File: config.mk
export PLATFORM = sky130hd
export DESIGN_NAME = dmem_mmio
export DESIGN_NICKNAME = d
export VERILOG_FILES = /design/src/rtl/dmem_mmio.sv
export SDC_FILE = /design/constraint.sdc
export NUM_CORES = 1
export LEC_CHECK = 0
export CAP_MARGIN = 20
export CORE_MARGIN = 4
export CORE_UTILIZATION = 35
export CTS_CLUSTER_SIZE = 25
export DETAILED_ROUTE_END_ITERATION = 10
export PLACE_DENSITY = 0.55
export REMOVE_ABC_BUFFERS = 1
export SYNTH_ARGS = -nofsm -noshare
export SYNTH_HDL_FRONTEND = slang
export SYNTH_SLANG_ARGS = --single-unit
export TNS_END_PERCENT = 50
File: constraint.sdc
create_clock -name clk -period 8.15 [get_ports clk]
set_input_delay 1.63 -clock clk [delete_from_list [all_inputs] [get_ports clk]]
set_output_delay 1.63 -clock clk [all_outputs]
set_load 0.005 [all_outputs]
File: src/rtl/dmem_mmio.sv
// Data memory with memory-mapped I/O: word RAM, synchronised input port
// with change detection, output registers and a compare timer with irq.
module dmem_mmio #(
    parameter int DEPTH_LOG2 = 4,
    parameter int IN_W       = 16,
    parameter int OUT_W      = 16,
    parameter int N_OUT      = 2
) (
    input  logic                   clk,
    input  logic                   rst_n,
    input  logic                   we,
    input  logic [3:0]             be,
    input  logic [31:0]            a,
    input  logic [31:0]            wd,
    output logic [31:0]            rd,
    input  logic [IN_W-1:0]        in_port,
    output logic [N_OUT*OUT_W-1:0] out_port,
    output logic                   irq
);

    localparam int          WORDS    = 1 << DEPTH_LOG2;
    localparam logic [31:0] RAM_BASE = 32'h0000_1000;
    localparam logic [31:0] RAM_END  = RAM_BASE + 32'(4 * WORDS);

    localparam logic [29:0] A_IN_DATA = 30'h1FC0;
    localparam logic [29:0] A_IN_CHG  = 30'h1FC1;
    localparam logic [29:0] A_IN_MASK = 30'h1FC2;
    localparam logic [29:0] A_OUT     = 30'h1FC4;
    localparam logic [29:0] A_TCNT    = 30'h1FD0;
    localparam logic [29:0] A_TCMP    = 30'h1FD1;
    localparam logic [29:0] A_TCTRL   = 30'h1FD2;
    localparam logic [29:0] A_TSTAT   = 30'h1FD3;

    logic [31:0] mem [WORDS];

    logic [29:0]           wa;
    logic                  ram_hit;
    logic [DEPTH_LOG2-1:0] ram_idx;
    logic                  hit_data, hit_chg, hit_mask;
    logic                  hit_tcnt, hit_tcmp, hit_tctrl, hit_tstat;
    logic [N_OUT-1:0]      hit_out;

    logic [IN_W-1:0] sync1_q, sync1_d;
    logic [IN_W-1:0] sync2_q, sync2_d;
    logic [IN_W-1:0] prev_q, prev_d;
    logic [IN_W-1:0] chg_q, chg_d;
    logic [IN_W-1:0] mask_q, mask_d;
    logic [N_OUT-1:0][OUT_W-1:0] out_q, out_d;
    logic [31:0] tcnt_q, tcnt_d;
    logic [31:0] tcmp_q, tcmp_d;
    logic        en_q, en_d;
    logic        match_q, match_d;

    assign wa       = a[31:2];
    assign ram_hit  = (a >= RAM_BASE) && (a < RAM_END);
    assign ram_idx  = a[DEPTH_LOG2+1:2];
    assign out_port = out_q;
    assign irq      = (|(chg_q & mask_q)) | match_q;

    // Register address decode
    always_comb begin
        hit_data  = (wa == A_IN_DATA);
        hit_chg   = (wa == A_IN_CHG);
        hit_mask  = (wa == A_IN_MASK);
        hit_tcnt  = (wa == A_TCNT);
        hit_tcmp  = (wa == A_TCMP);
        hit_tctrl = (wa == A_TCTRL);
        hit_tstat = (wa == A_TSTAT);
        hit_out   = '0;
        for (int k = 0; k < N_OUT; k++) begin
            hit_out[k] = (wa == A_OUT + 30'(k));
        end
    end

    // Combinational read mux; unmapped space reads as zero
    always_comb begin
        rd = '0;
        unique case (1'b1)
            ram_hit:   rd = mem[ram_idx];
            hit_data:  rd = 32'(sync2_q);
            hit_chg:   rd = 32'(chg_q);
            hit_mask:  rd = 32'(mask_q);
            hit_tcnt:  rd = tcnt_q;
            hit_tcmp:  rd = tcmp_q;
            hit_tctrl: rd = {31'b0, en_q};
            hit_tstat: rd = {31'b0, match_q};
            default:   rd = '0;
        endcase
        for (int k = 0; k < N_OUT; k++) begin
            if (hit_out[k]) begin
                rd = 32'(out_q[k]);
            end
        end
    end

    // Next-state: set events beat W1C clears, bus writes beat counting
    always_comb begin
        sync1_d = in_port;
        sync2_d = sync1_q;
        prev_d  = sync2_q;
        chg_d   = chg_q;
        if (we && hit_chg) begin
            chg_d = chg_q & ~wd[IN_W-1:0];
        end
        chg_d  = chg_d | (sync2_q ^ prev_q);
        mask_d = mask_q;
        if (we && hit_mask) begin
            mask_d = wd[IN_W-1:0];
        end
        out_d = out_q;
        for (int k = 0; k < N_OUT; k++) begin
            if (we && hit_out[k]) begin
                out_d[k] = wd[OUT_W-1:0];
            end
        end
        tcnt_d = en_q ? tcnt_q + 32'd1 : tcnt_q;
        if (we && hit_tcnt) begin
            tcnt_d = wd;
        end
        tcmp_d = (we && hit_tcmp) ? wd : tcmp_q;
        en_d   = (we && hit_tctrl) ? wd[0] : en_q;
        match_d = match_q;
        if (we && hit_tstat && wd[0]) begin
            match_d = 1'b0;
        end
        if (en_q && (tcnt_q == tcmp_q)) begin
            match_d = 1'b1;
        end
    end

    // Register state with asynchronous clear
    always_ff @(posedge clk or negedge rst_n) begin
        if (!rst_n) begin
            sync1_q <= '0;
            sync2_q <= '0;
            prev_q  <= '0;
            chg_q   <= '0;
            mask_q  <= '0;
            out_q   <= '0;
            tcnt_q  <= '0;
            tcmp_q  <= '0;
            en_q    <= 1'b0;
            match_q <= 1'b0;
        end else begin
            sync1_q <= sync1_d;
            sync2_q <= sync2_d;
            prev_q  <= prev_d;
            chg_q   <= chg_d;
            mask_q  <= mask_d;
            out_q   <= out_d;
            tcnt_q  <= tcnt_d;
            tcmp_q  <= tcmp_d;
            en_q    <= en_d;
            match_q <= match_d;
        end
    end

    // RAM byte writes; contents survive reset but writes are held off
    always_ff @(posedge clk) begin
        if (we && rst_n && ram_hit) begin
            for (int i = 0; i < 4; i++) begin
                if (be[i]) begin
                    mem[ram_idx][8*i +: 8] <= wd[8*i +: 8];
                end
            end
        end
    end

endmodule

## Yosys cells after proc, flatten, opt, wreduce, memory -nomap -nowiden

Memories as Yosys holds them, arrays and structs flattened.
Cells that the tools add are included.
W data, S select, Z words.

| word-level totals | value |
|---|---|
| register bits | 178 |
| bits in read-only memories | 0 |
| output and inout bits | 65 |
| memories kept | 1 |
| bits of input ports | 87 |
| word-level logic and storage cells | 67 |
| latch bits | 0 |
| RAM bits | 512 |

| cells by class | value |
|---|---|
| equality and inequality tests | 10 |
| muxes and demuxes | 20 |
| divide/modulo/power cells | 0 |
| shift-type cells | 0 |
| order comparisons | 2 |
| bitwise logic cells | 6 |
| multipliers | 0 |
| $add $sub $neg | 1 |
| reductions and logical operators | 16 |

Memories:

| name | depth | width | rd ports | clocked after memory_dff | write ports | RTL line | RTL |
|---|---|---|---|---|---|---|---|
| mem | 16 | 32 | 1 | 0 | 1 | 34 | `logic [31:0] mem [WORDS];` |

Operators with widths:

| cell | number |
|---|---|
| $eq A30 B13 Y1 const B | 9 |
| $pmux W32 S8 | 1 |
| $mux W32 | 4 |
| $add A32 B1 Y32 const B | 1 |
| $and A16 B16 Y16 | 2 |
| $eq A32 B32 Y1 | 1 |
| $ge A32 B13 Y1 const B | 1 |
| $lt A32 B13 Y1 const B | 1 |
| $mux W16 | 1 |
| $not A16 Y16 | 1 |
| $or A16 B16 Y16 | 1 |
| $reduce_or A16 Y1 | 1 |
| $xor A16 B16 Y16 | 1 |
| $mux W1 | 14 |
| $logic_and A1 B1 Y1 | 13 |
| $reduce_bool A2 Y1 | 2 |
| $or A1 B1 Y1 | 1 |

## Longest topological paths before layout

Gate-level depths: netlist (run 1).

| logic depth | value |
|---|---|
| word-level depth | 5 |
| mapped depth | 9 |
| gate-level depth less buffers | 6 |

## Worst setup path before layout (run 1)

OpenSTA, ideal clock, no wires.

| timing path | value |
|---|---|
| path kind | input to output |
| from | in a[2] |
| to | out rd[18] |
| required time | 6.520 ns |
| arrival time | 3.583 ns |
| stages | 7 |
| path buffers | 3 |
| path slack | 2.937 ns |
| path through | buf_2 -> buf_2 -> buf_1 -> mux4_2 -> a22oi_1 -> a21oi_1 -> a221o_1 |

| between the ends | value |
|---|---|
| cells in the longest elaborated chain, start to end | 5 |
| elaborated cells between the ends (all ways) | 16 |
| classes of those cells | order compare (2); eq/ne (9); mux (3); reduce/logical (1); memory (1) |

Ends and longest elaborated chain:

| element | RTL line | RTL |
|---|---|---|
| from (decl) | 13 | `input logic [31:0] a,` |
| $ge A32 B13 Y1 or $lt A32 B13 Y1 (tied branches) | 55 | `assign ram_hit = (a >= RAM_BASE) && (a < RAM_END);` |
| $logic_and A1 B1 Y1 | 55 |  |
| $pmux W32 S8 | 78 | `unique case (1'b1)` |
| $mux W32 | 90 | `if (hit_out[k]) begin` |
| $mux W32 (*) | 90 |  |
| to (decl) | 15 | `output logic [31:0] rd,` |

Every way passes the cells marked *; elsewhere a longest branch is shown, timed or not.

## Final worst setup path (run 1)

| timing path | value |
|---|---|
| from | in a[4] |
| to | out rd[5] |

Same word-level chain as after synthesis.

==> results.md, run 1 <==
* Run status: finished clean
* CP Launch Type: primary input
* Horizontal die dimension at 292 µm
* Top cell type's share of synthesized area at 54.6%
* Setup slack of the critical path after layout at 1.11 ns
* Number of cells traversed by the worst register-to-register path at 5
* Final count of pins violating max slew at 0
* Worst hold path cell count at 0
* Achievable frequency at 0.142 GHz
* Fin Clk Skew at 0.0159 ns
* Top cell type by total area after synthesis: edfxtp_1
* Global-route wire length before repair at 114000 µm
* Number of buffers inserted by port buffering at 149
* Most common cell in the synthesized netlist: edfxtp_1
* Die Footprint at 85100 µm²
* Synth-to-layout area growth at 17.2%
* Placed Instance Area at 30800 µm²
* Count of nets left with antenna violations after detail routing at 0
* Number of levels the H-tree was split into at 3
* Y dimension of the die at 292 µm
* Via count of the first global-routing pass at 16500
* Number of nets in the layout at 1896
* Post-CTS clock slew at the launch and capture registers of the worst setup and hold paths at 0.06 ns
* Number of synthesized register bits at 690
* Setup crit end kind: primary output
* Power density relative to cell area at 220 nW/µm²
* Largest net degree at the start of global routing at 81
* DRC at 0
* Period utilization at 86.4%
* Average cell area after synthesis at 16.9 µm²
* Worst Hold Endpoint: prev_d[6]
* Diode insertion count for antenna repair at 0
* Number of buffers on the longest clock path at 3
* Dpl ws at 1.27 ns
* Post-route non-filler standard cell count at 2916
* Hold Vio Cnt, Final at 0
* Area of the multi-input gates at 7960 µm²
* Minimum setup slack among reg-to-reg paths at 5.99 ns
* Post-layout instance area at 33000 µm²
* Via count normalized by instance count at 5.43
* Class of the most critical hold timing path: reg -> reg
* All-layer global routing usage at 18.1%
* Maximum fanout encountered on the critical timing path at 14
* Worst ir drop on vdd at 121 µV
* Number of iterations in the first detailed-routing pass at 6
* Grt ovf at 0
* Post-CTS sizing at 0
* Syn Inst Count at 1667
* LEAKAGE at 0.0110 µW
* Critical Path AT at 5.41 ns
* Post-synth design cell area at 28200 µm²
* Number of distinct library cell variants in the gate-level netlist after synthesis at 55
* Synth area leaders: edfxtp_1, dfrtp_1, mux4_2
* Number of DRC markers in iteration 0 at 1350
* # setup viols final at 0
* Wire per inst at 26.7 µm
* Initial Utilization at 35.5%
* Worst Max-Slew Pin Slew at 1.15 ns
* RSZ-0062 raised after global routing: no
* Worst relative slew slack at 23.1%
* Buffers inserted during post-CTS setup optimization at 0
* Worst flop-to-flop path endpoint: tcnt_q[31]
* Count of yosys warnings during synthesis at 0
* Setup TNS at 0 ns
* I/O pin total at 152
* Area of all sequential standard cells at 19800 µm²
* Max Cap Violations at 0
* TritonCTS clock tree: built
* Clock network latency to the later pin of the worst-skew pair at 0.62 ns
* Count of flip-flops with a built-in enable after synthesis at 512
* Start point of the worst hold path: sync1_q[6]
* Filler cells at 7210
* Cells after DPL at 2783
* Top cell types by occurrence after synthesis: edfxtp_1, dfrtp_1, mux4_2
* Ratio of cells with drive above 1 in the final layout at 18.4%
* Total CTS buffers at 72
* Required arrival time at the worst endpoint at 6.52 ns
* Gp weighted congestion at 0.851
* DR vias at 15800
* DRT Wirelength at 77800 µm
* Worst setup path class: in -> out
* Number of antenna violations at the first check in global routing at 0
* Row cnt at 103
* Ys flop type: edfxtp_1
* CTS root buf: clkbuf_16
* Proportion of synthesized flip-flops having asynchronous set or reset at 25.8%
* Quantity of hold-fixing buffers added after cts at 0
* Sequential cell area fraction in the yosys report at 70.4%
* Startpoint of the worst-slack reg-to-reg timing path: en_q
* Crit path time final at 7.04 ns
* Sum of net half-perimeters after detailed placement at 49300 µm
* Number of sinks driven by the clock tree at 690
* CORE AREA at 79400 µm²
-- worst max-delay path by stage --
stage | from | end | slack [ns] | depth (start not counted)
3_5_place_dp | a[4] | rd[5] | 1.27 | 7
6_report | a[4] | rd[5] | 1.11 | 7
5_1_grt | a[4] | rd[5] | 1.11 | 7
4_1_cts | a[4] | rd[5] | 1.26 | 7
3_3_place_gp | a[4] | rd[5] | 1.29 | 7
2_1_floorplan | a[4] | rd[10] | 2.20 | 5
-- routing by layer --
layer / global-route usage [%] / wire length [µm] / up-vias
met4: 6.27 / 2360 / 0
met2: 29.6 / 38200 / 515
li1: - / - / 6907
met5: 0 / 0 / -
met3: 4.35 / 5440 / 105
met1: 23.8 / 31800 / 8303
-- critical path: stages --
cell,delay (ns)
clkdlybuf4s50_1,0.98
nor2b_4,0.28
nand2_1,0.44
or3_1,0.53
or3_1,0.65
o22a_1,0.39
clkdlybuf4s50_1,0.47
-- cells by family (layout without fill, tap and decap cells) --
group                    count (synthesis)  count (layout)  synth area share, %
AO/OA/AOI/OAI                          266             266                 6.57
XOR/XNOR                                79              79                 2.46
adder cells (fa/ha/maj)                  1               1               0.0444
buffers and inverters                  107             306                 1.55
flip-flops                             690             690                 70.4
multiplexers                           210             210                 13.7
AND/OR/NAND/NOR                        314             314                 5.35
-- state kept, by name, summed over array words and instances, names as in the netlist --
register,cells
tcnt_q,32
out_port,32
chg_q,16
match_q,1
mem,512
mask_q,16
sync1_q,16
en_q,1
prev_q,16
prev_d,16
tcmp_q,32
-- where the power goes --
part	total, µW	switching [µW]	internal, µW
Sequential	3800	7.74	3790
Clock	3110	1370	1750
Combinational	338	213	125
-- final cells by class --
| class | instances | share of cell area, % |
|---|---|---|
| flip-flops and latches | 690 | 60.0 |
| multi-input cells | 870 | 24.1 |
| clock buffers | 93 | 5.72 |
| repair buffers | 173 | 5.19 |
| well taps | 1050 | 3.98 |
| clock inverters | 39 | 0.932 |
| inverters | 1 | 0.0114 |
-- metrics by stage --
| stage | util, % | power [µW] | hold slack, ns |
|---|---|---|---|
| 2_1_floorplan | - | 3980 | 0.331 |
| 3_3_place_gp | 38.8 | 4210 | 0.334 |
| 3_5_place_dp | 38.8 | 4210 | 0.336 |
| 4_1_cts | 41.6 | 7320 | 0.349 |
| 5_1_grt | 41.6 | 7490 | 0.357 |
| 6_report | 41.6 | 7250 | 0.348 |
-- cell usage in the layout, fill, tap and decap left out, drive strengths merged, types with 20 or more instances in the layout --
cell           count
a21oi             79
a221o             20
nand4             31
clkbuf            94
clkinv            25
edfxtp           512
nand3             22
dfrtp            178
nand2             79
buf               26
o21ai             35
mux4             129
xnor2             39
mux2              80
a22oi             75
xor2              40
nor2             112
clkdlybuf4s50    146
Power figures use the tool's default switching activity.
==> inputs of run 2 (changes only) <==
--- a/config.mk
+++ b/config.mk
@@ -6,11 +6,12 @@
 export NUM_CORES = 1
 export LEC_CHECK = 0
 export CAP_MARGIN = 20
+export CELL_PAD_IN_SITES_DETAIL_PLACEMENT = 0
+export CELL_PAD_IN_SITES_GLOBAL_PLACEMENT = 2
 export CORE_MARGIN = 4
 export CORE_UTILIZATION = 35
-export CTS_CLUSTER_SIZE = 25
 export DETAILED_ROUTE_END_ITERATION = 10
-export PLACE_DENSITY = 0.55
+export PLACE_DENSITY = 0.68
 export REMOVE_ABC_BUFFERS = 1
 export SYNTH_ARGS = -nofsm -noshare
 export SYNTH_HDL_FRONTEND = slang
==> run 2 against run 1 <==
Compared with the run above:
- design area grew 0.97%
- die area stayed put
- clock skew decreased by 0.0051 ns
- register-to-register slack lost 0.08 ns
- worst setup slack gained 0.24 ns
- largest power group unchanged
==> results.md, run 2 (synthesized netlist as in run 1, its figures left out) <==
* Number of buffers inserted by port buffering at 149
* Achievable frequency at 0.147 GHz
* WHS at 0.345 ns
* Number of levels the H-tree was split into at 3
* Fin Clk Skew at 0.0108 ns
* Most frequent cells in the layout: edfxtp_1, dfrtp_1, clkdlybuf4s50_1
* Setup TNS at 0 ns
* Class of the most critical hold timing path: reg -> reg
* Number of sinks driven by the clock tree at 690
* Run status: finished clean
* Diode insertion count for antenna repair at 0
* Total CTS buffers at 74
* Post-layout instance area at 33300 µm²
* Y dimension of the die at 292 µm
* Worst setup path class: in -> out
* Count of nets left with antenna violations after detail routing at 0
* Hold Vio Cnt, Final at 0
* Setup crit end kind: primary output
* Clock network latency to the later pin of the worst-skew pair at 0.61 ns
* Worst relative slew slack at 24.8%
* Wire per inst at 27.5 µm
* Number of nets in the layout at 1899
* Worst ir drop on vdd at 119 µV
* Number of iterations in the first detailed-routing pass at 5
* Register ranked first by flip-flop count: mem
* Synth-to-layout area growth at 18.3%
* Final count of pins violating max slew at 0
* Ratio of cells with drive above 1 in the final layout at 18.8%
* Most common cell after layout, fill and taps aside: edfxtp_1
* CORE AREA at 79400 µm²
* Gp weighted congestion at 0.787
* DR vias at 16000
* Placed Instance Area at 30800 µm²
* Largest net degree at the start of global routing at 84
* Power density relative to cell area at 228 nW/µm²
* Utilization of the core after routing at 42.0%
* Cells after DPL at 2785
* Post-CTS sizing at 0
* Number of antenna violations at the first check in global routing at 1
* # setup viols final at 0
* Number of DRC markers in iteration 0 at 1225
* Die Footprint at 85100 µm²
* Buffers inserted during post-CTS setup optimization at 0
* Max FFs per register at 512
* Via count normalized by instance count at 5.48
* CTS root buf: clkbuf_16
* Period utilization at 83.5%
* Crit path time final at 6.80 ns
* Sum of net half-perimeters after detailed placement at 51200 µm
* Number of buffers on the longest clock path at 3
* Required arrival time at the worst endpoint at 6.52 ns
* Global-route wire length before repair at 117000 µm
* Initial Utilization at 35.5%
* Row cnt at 103
* RSZ-0062 raised after global routing: no
* I/O pin total at 152
* LEAKAGE at 0.0111 µW
* DRC at 0
* Post-CTS clock slew at the launch and capture registers of the worst setup and hold paths at 0.06 ns
* CP Launch Type: primary input
* Via count of the first global-routing pass at 16700
* Critical Path AT at 5.17 ns
* Quantity of hold-fixing buffers added after cts at 0
* Post-route non-filler standard cell count at 2920
* Max Cap Violations at 0
* Maximum fanout encountered on the critical timing path at 14
* Horizontal die dimension at 292 µm
* DRT Wirelength at 80200 µm
* Worst Max-Slew Pin Slew at 1.12 ns
* TritonCTS clock tree: built
* Grt ovf at 0
* All-layer global routing usage at 18.6%
## run 2: cell types whose count changed in the layout (fill, tap and decap cells not counted), moves of 4 or more
cell	before	now
clkinv_2	10	6
clkbuf_16	72	81
bufinv_16	3	8
inv_6	5	0
clkinv_1	14	9
clkbuf_8	2	6
## run 2: layout make-up
class	instances	area [µm²]
Fill cell	7233	46000
Sequential cell	690	19800
Multi-Input combinational cell	870	7960
Clock buffer	107	2170
Timing Repair Buffer	174	1710
Tap cell	1050	1310
Clock inverter	28	343
Inverter	1	3.75
## run 2: worst max-delay path, cell delays in order
cell,delay [ns]
clkdlybuf4s50_1,0.79
nor2b_4,0.26
nand2_1,0.37
or3_1,0.49
or3_1,0.72
o22a_1,0.37
clkdlybuf4s50_1,0.54
## run 2: metrics by stage
| stage | setup WS [ns] | power (µW) |
|---|---|---|
| floorplan | 2.20 | 3980 |
| global placement | 1.43 | 4210 |
| detailed placement | 1.38 | 4210 |
| CTS | 1.39 | 7680 |
| global route | 1.30 | 7850 |
| finish | 1.35 | 7610 |
## run 2: routing by layer
layer | global-route usage [%] | up-vias | wire [µm]
met5 | 0 | - | 0
met4 | 6.65 | 0 | 2570
met3 | 2.66 | 109 | 4030
met2 | 30.1 | 465 | 38700
met1 | 25.9 | 8505 | 34800
li1 | - | 6925 | -
## run 2: power breakdown
part / switching [µW] / leakage [µW] / internal [µW]
combinational: 210 / 0.00320 / 125
sequential: 8.28 / 0.00672 / 3790
clock: 1370 / 0.00121 / 2110
total: 1580 / 0.0111 / 6030
## run 2: path summary, 6_finish.rpt
kind	startpoint	end	slack [ns]	cells after the start
max in group asynchronous	rst_n	out_port[26]	5.78	2
min in group asynchronous	rst_n	mask_q[13]	1.07	1
worst max register to register	en_q	tcnt_q[31]	5.91	5
worst min register to register	sync1_q[2]	prev_d[2]	0.35	0
worst min-delay path	sync1_q[2]	prev_d[2]	0.35	0
worst max-delay path	a[5]	rd[14]	1.35	7
